File: src/rtl/timer_pkg.sv
// Shared types and defaults for the control-path timer blocks.
package timer_pkg;

  typedef enum logic [1:0] {
    WD_IDLE    = 2'd0,
    WD_ARMED   = 2'd1,
    WD_EXPIRED = 2'd2
  } wd_state_t;

  localparam int WD_CNT_W = 16;

endpackage

File: src/rtl/tick_watchdog.sv
// Seconds watchdog: counts ticks while armed, kicked on progress, raises a
// sticky timeout once the programmed number of seconds has elapsed.
module tick_watchdog
  import timer_pkg::*;
#(
  parameter int CNT_W = WD_CNT_W
) (
  input  logic             clk,
  input  logic             rst_i,
  input  logic             tick_i,
  input  logic             arm_i,
  input  logic             kick_i,
  input  logic             disarm_i,
  input  logic             ack_i,
  input  logic [CNT_W-1:0] timeout_sec_i,
  output logic             timeout_o,
  output logic             expire_pulse_o,
  output logic [CNT_W-1:0] elapsed_o,
  output logic [1:0]       state_o
);

  wd_state_t        state_q;
  logic [CNT_W-1:0] elapsed_q;
  logic [CNT_W-1:0] limit_q;
  logic             timeout_q;
  logic             pulse_q;

  // One extra bit so a limit of all-ones compares without overflow.
  logic [CNT_W:0] elapsed_d;
  assign elapsed_d = {1'b0, elapsed_q} + {{CNT_W{1'b0}}, 1'b1};

  always_ff @(posedge clk) begin
    if (rst_i) begin
      state_q   <= WD_IDLE;
      elapsed_q <= '0;
      limit_q   <= '0;
      timeout_q <= 1'b0;
      pulse_q   <= 1'b0;
    end else begin
      pulse_q <= 1'b0;
      if (state_q == WD_EXPIRED) begin
        if (ack_i || disarm_i) begin
          state_q   <= WD_IDLE;
          elapsed_q <= '0;
          timeout_q <= 1'b0;
        end
      end else if (disarm_i) begin
        state_q   <= WD_IDLE;
        elapsed_q <= '0;
      end else if (arm_i) begin
        limit_q   <= timeout_sec_i;
        elapsed_q <= '0;
        if (timeout_sec_i == '0) begin
          state_q   <= WD_EXPIRED;
          timeout_q <= 1'b1;
          pulse_q   <= 1'b1;
        end else begin
          state_q <= WD_ARMED;
        end
      end else if (state_q == WD_ARMED) begin
        if (kick_i) begin
          elapsed_q <= '0;
        end else if (tick_i) begin
          elapsed_q <= elapsed_d[CNT_W-1:0];
          if (elapsed_d == {1'b0, limit_q}) begin
            state_q   <= WD_EXPIRED;
            timeout_q <= 1'b1;
            pulse_q   <= 1'b1;
          end
        end
      end else if (state_q != WD_IDLE) begin
        state_q <= WD_IDLE;
      end
    end
  end

  assign timeout_o      = timeout_q;
  assign expire_pulse_o = pulse_q;
  assign elapsed_o      = elapsed_q;
  assign state_o        = state_q;

endmodule

File: config.mk
export PLATFORM = sky130hd
export DESIGN_NAME = tick_watchdog
export DESIGN_NICKNAME = d
export VERILOG_FILES = /design/src/rtl/timer_pkg.sv /design/src/rtl/tick_watchdog.sv
export SDC_FILE = /design/constraint.sdc
export NUM_CORES = 1
export LEC_CHECK = 0
export ABC_AREA = 0
export CORE_MARGIN = 1.5
export CORE_UTILIZATION = 45
export CTS_BUF_LIST = sky130_fd_sc_hd__clkbuf_16
export DETAILED_ROUTE_END_ITERATION = 10
export PLACE_DENSITY_LB_ADDON = 0.15
export SYNTH_ARGS = -nofsm -noshare
export SYNTH_HDL_FRONTEND = slang
export SYNTH_SLANG_ARGS = --single-unit
File: constraint.sdc
create_clock -name clk -period 6.8 [get_ports clk]
set_clock_uncertainty 0.15 [all_clocks]
set_input_delay 1.36 -clock clk [delete_from_list [all_inputs] [get_ports clk]]
set_output_delay 1.36 -clock clk [all_outputs]
set_load 0.05 [all_outputs]
# ---- Yosys cells after proc, flatten, opt, wreduce, memory -nomap -nowiden
# Index checks and enable logic that the tools add are counted.
dict set report op_classes {
  bitwise_logic 2
  n_eq_ne 10
  n_reduce_logical 14
  n_mux 32
  addsub 1
}
# op n
set ops {}
lappend ops {{16-bit two-way mux} 7}
lappend ops {{2-bit two-way mux} 10}
lappend ops {{16-bit by 1-bit adder with 17-bit output (second input constant)} 1}
lappend ops {{17-bit by 16-bit equality test with 1-bit output} 1}
lappend ops {{16-bit logical NOT} 1}
lappend ops {{1-bit two-way mux} 15}
lappend ops {{5-bit inequality test (second input constant)} 2}
lappend ops {{5-bit nonzero test} 2}
lappend ops {{3-bit nonzero test} 3}
lappend ops {{7-bit AND reduction} 1}
lappend ops {{3-bit AND reduction} 2}
lappend ops {{5-bit by 4-bit inequality test with 1-bit output (second input constant)} 1}
lappend ops {{5-bit AND reduction} 1}
lappend ops {{2-bit by 1-bit inequality test with 1-bit output (second input constant)} 2}
lappend ops {{4-bit nonzero test} 1}
lappend ops {{3-bit by 1-bit inequality test with 1-bit output (second input constant)} 1}
lappend ops {{3-bit by 2-bit inequality test with 1-bit output (second input constant)} 1}
lappend ops {{3-bit OR reduction} 1}
lappend ops {{2-bit by 1-bit equality test with 1-bit output (second input constant)} 1}
lappend ops {{2-bit equality test (second input constant)} 1}
lappend ops {{1-bit NOT} 2}
lappend ops {{2-bit nonzero test} 1}
lappend ops {{1-bit logical OR} 1}
dict set report word_totals {
  in_bits 23
  regBits 36
  wordCells 64
  output_inout_bits 20
}

# ---- Depth between registers and ports, before layout
dict set report depth {
  depth_word 9
  ltp_mapped 10
  ltp_nobuf 8
}

# ---- Worst setup path before layout
# No wires, ideal clock.
dict set report synth_timing {
  path_type {input -> register}
  from {input port arm_i}
  to {register elapsed_q[7] (netlist: elapsed_o[7])}
  path_slack_ps 3607
  stages 5
  t_arrival_ps 2973
  n_path_buf 1
  setup_time_ps 70
  t_required_ps 6580
  path_cell_list {or3_1 -> or3_1 -> clkbuf_1 -> or4_2 -> a21oi_1}
}
dict set report synth_via {
  elab_chain_len 3
  word_cells_on_any_way 6
  cone_classes {3 x mux; 3 x reduce/logical}
}
# item line_no
set synth_rtl {}
lappend synth_rtl {{start, declared} tick_watchdog.sv:11} ;# input logic arm_i,
lappend synth_rtl {{16-bit two-way mux} tick_watchdog.sv:50} ;# end else if (arm_i) begin
lappend synth_rtl {{16-bit two-way mux} tick_watchdog.sv:47} ;# end else if (disarm_i) begin
lappend synth_rtl {{16-bit two-way mux} tick_watchdog.sv:41} ;# if (state_q == WD_EXPIRED) begin
lappend synth_rtl {{end signal, assigned} tick_watchdog.sv:64} ;# elapsed_q <= elapsed_d[CNT_W-1:0];
lappend synth_rtl {{end, declared} tick_watchdog.sv:23} ;# logic [CNT_W-1:0] elapsed_q;
# Parallel ways exist; a longest one is shown, timed or not.
# A chain may end at the register's enable or synchronous reset.

# ---- Worst setup path after layout
# Ends and elaborated chain as after synthesis.

==> results.yml <==
logic_synthesis:
  synth.area.top_cells: "dfxtp_1 (31%), a21oi_1 (8.3%), nand2_1 (6.7%)"
  yosys_register_bits: 36
  synth_top_area_share_pct: 31.49
  synth_cells: 301
  synth.distinct_cells: 53
  synth-edff-count: 0
  ys.flop_type: "dfxtp_1"
  yosys_warnings: 0
  syn_area_mm2: 0.002288
  yosys.area.top_type: "dfxtp_1"
  synthArstFlopShare_pct: 0
  syn_avg_cell_area_um2: 7.603
  yosysSeqAreaShare_pct: 31.49
  syn_nets: 329
clock_tree:
  h-tree-depth: 2
  cts_buffers: 5
  cts_hold_buf: 0
  clkSlewWorstSetupHoldPaths_ps: 50
  cts_buffer_depth: 2
  clockRootBuffer: "clkbuf_16"
  cts_tree: "built"
  postCtsResizedCells: 0
  post_cts_buffers: 0
  clkLatencyLatePin_ps: 280
  cts.sinks: 36
global_route:
  first_global_vias: 1884
  antenna_found_initial: 0
  grt_max_degree: 39
  grt_use_total_pct: 21.77
  grt-ovfl-total: 0
  grt_pass1_wl_mm: 9.114
critical_path:
  startpoint_type: "primary input"
  worstPathRequired_ps: 6860
  cp.arrival_ps: 3850
  crit_path_max_incr_delay_ps: 720
  critPathSlowestCell: "or4_2"
  cpMostUsedCell: "or3_1"
  path_cells: "clkdlybuf4s50_1, or3_1, or3_1, or4_2, a21oi_1"
  crit_type: "primary input to flop"
  critPathTopFamily: "simple AND/OR/NAND/NOR gates"
  end_kind: "flop"
  worstPathMaxFanout: 17
  crit_buf_inv: 1
drt:
  routedWlPerCell_um: 14.19
  ant_nets: 0
  dr.first_iter.drc_count: 206
  drt_pass1_iterations: 5
  drt-vias-per-instance: 5.717
  drc: 0
  dr_total_vias: 2264
  drt_wl_total_mm: 5.620
floorplan:
  die_x_um: 74.31
  io_pins: 43
  fp.dieH_um: 74.31
  start_util_pct: 47.51
  num_rows: 25
  dieArea_mm2: 0.005522
  core-area_mm2: 0.004817
sta:
  min_period_ps: 3786
  fin_crit_sh_pct: 55.68
  setup_ws_ps: 3014
  finalSetupViolations: 0
  timing.hold.ws_ps: 315.0
  worst_slew_pin_slew_ps: 1067
  maxSlewHeadroom_pct: 28.69
  rsz0062_at_grt: "false"
  maxSlewViolCount: 0
  fmax_ghz: 0.2641
  hold_viol_final: 0
  setup_tns_ps: 0
power:
  ir_worst_vdd_mv: 0.1399
  power.total_uw: 489.0
  power_density_mw_per_mm2: 171.8
  p_leak_uw: 0.0009947
min_path:
  hold_class: "flop to flop"
placed_design:
  place.gp.congestion: 0.8654
  placed_cells: 389
  io_buffers: 42
  dp_hpwl_mm: 4.007
  pre_cts_ws_ps: 2746
job:
  drv_cap: 0
layout:
  multiInputGateArea_mm2: 0.001455
  fill_cells: 465
  final_nets: 357
  num_antenna_cells: 0
  final_layout_size_suffix_gt1_share_pct: 4.863
  syn_to_final_growth_pct: 24.38
  register_area_um2: 720.7
  instances_no_fill: 396
outcome:
  status: "complete, no violations"
tightest hold or removal path, cell delays in order (launching register included):
cell and delay [ps]:
dfxtp_1 310, nand2_1 50, a21oi_1 50
path summary, 6_finish.rpt:
kind                                                start                   endpoint  slack (ps)  depth (start not counted)
worst min register to register   limit_q[13]$_SDFFE_PP0P_   limit_q[13]$_SDFFE_PP0P_         310                          2
worst max register to register  elapsed_o[0]$_SDFFE_PP0P_    state_o[1]$_SDFFE_PP0P_        3530                          8
worst min-delay path             limit_q[13]$_SDFFE_PP0P_   limit_q[13]$_SDFFE_PP0P_         310                          2
worst max-delay path                                arm_i  elapsed_o[7]$_SDFFE_PP0P_        3010                          5
synth_stat cells (all sizes together), types with 4 or more instances:
library cell   n
nor2          23
nand4          7
a211oi         4
xor2           6
nand4b         4
a21oi         38
or4            4
nor3           8
inv            5
nor2b          5
dfxtp         36
nand3          9
o21ai         15
buf            5
or3            5
nand2         41
nor4           5
nand3b         5
ha             5
xnor2          8
clkbuf        18
and3           4
state kept, by name, summed over array words and instances (netlist names):
signal and count:
timeout_o 1, expire_pulse_o 1, elapsed_o 16, state_o 2
limit_q 16
cell families (layout without fill, tap and decap cells):
group	count (synthesis)	after routing	synth area share, %
flip-flops	36	36	31.49
XOR/XNOR	15	15	6.342
AND/OR/NAND/NOR	131	131	30.84
buffers and inverters	28	56	4.920
AO/OA/AOI/OAI	86	86	23.68
adder cells (fa/ha/maj)	5	5	2.734
report_power, final:
part / switching [uW] / total, uW / internal (uW)
Clock: 81.1 / 212 / 131
Combinational: 28.3 / 56.2 / 27.9
Sequential: 4.62 / 221 / 216
Total: 114 / 489 / 375
per-stage QoR:
| stage | util [%] | area [um^2] |
|---|---|---|
| after detailed placement | 56.34 | 2714 |
| after global placement | 56.34 | 2714 |
| after CTS | 59.09 | 2846 |
| after global routing | 59.09 | 2846 |
| final | 59.09 | 2846 |
| after floorplan | - | 2288 |
final cells by class:
class                   count  share of cell area (%)
repair buffers             44                   15.30
flip-flops and latches     36                   25.32
inverters                   5                  0.6593
clock inverters             2                  0.2637
well taps                  67                   2.945
clock buffers               5                   4.396
multi-input cells         237                   51.12
layer usage:
metal / vias up / global-route usage (%) / wire (um)
met4: 0 / 6.465 / 92
met3: 9 / 5.962 / 377
met1: 1014 / 31.26 / 2751
li1: 1155 / - / -
met5: - / 0 / 0
met2: 86 / 31.85 / 2399
cell usage in the layout (no fill, tap or decap), types with 3 or more instances in the layout:
master / count
nor2_1: 23
ha_1: 5
clkdlybuf4s50_1: 42
a31oi_1: 3
nand4_1: 6
nand2_1: 41
inv_1: 5
a21oi_1: 38
xor2_1: 6
nand3_1: 9
dfxtp_1: 36
clkbuf_16: 5
or3_1: 5
nand3b_1: 5
o2111ai_1: 3
nand4b_1: 4
nor3_1: 8
and3_1: 4
a211oi_1: 4
o21ai_0: 15
nor4_1: 5
xnor2_1: 8
nor2b_1: 5
(Power assumes the default switching activity.)
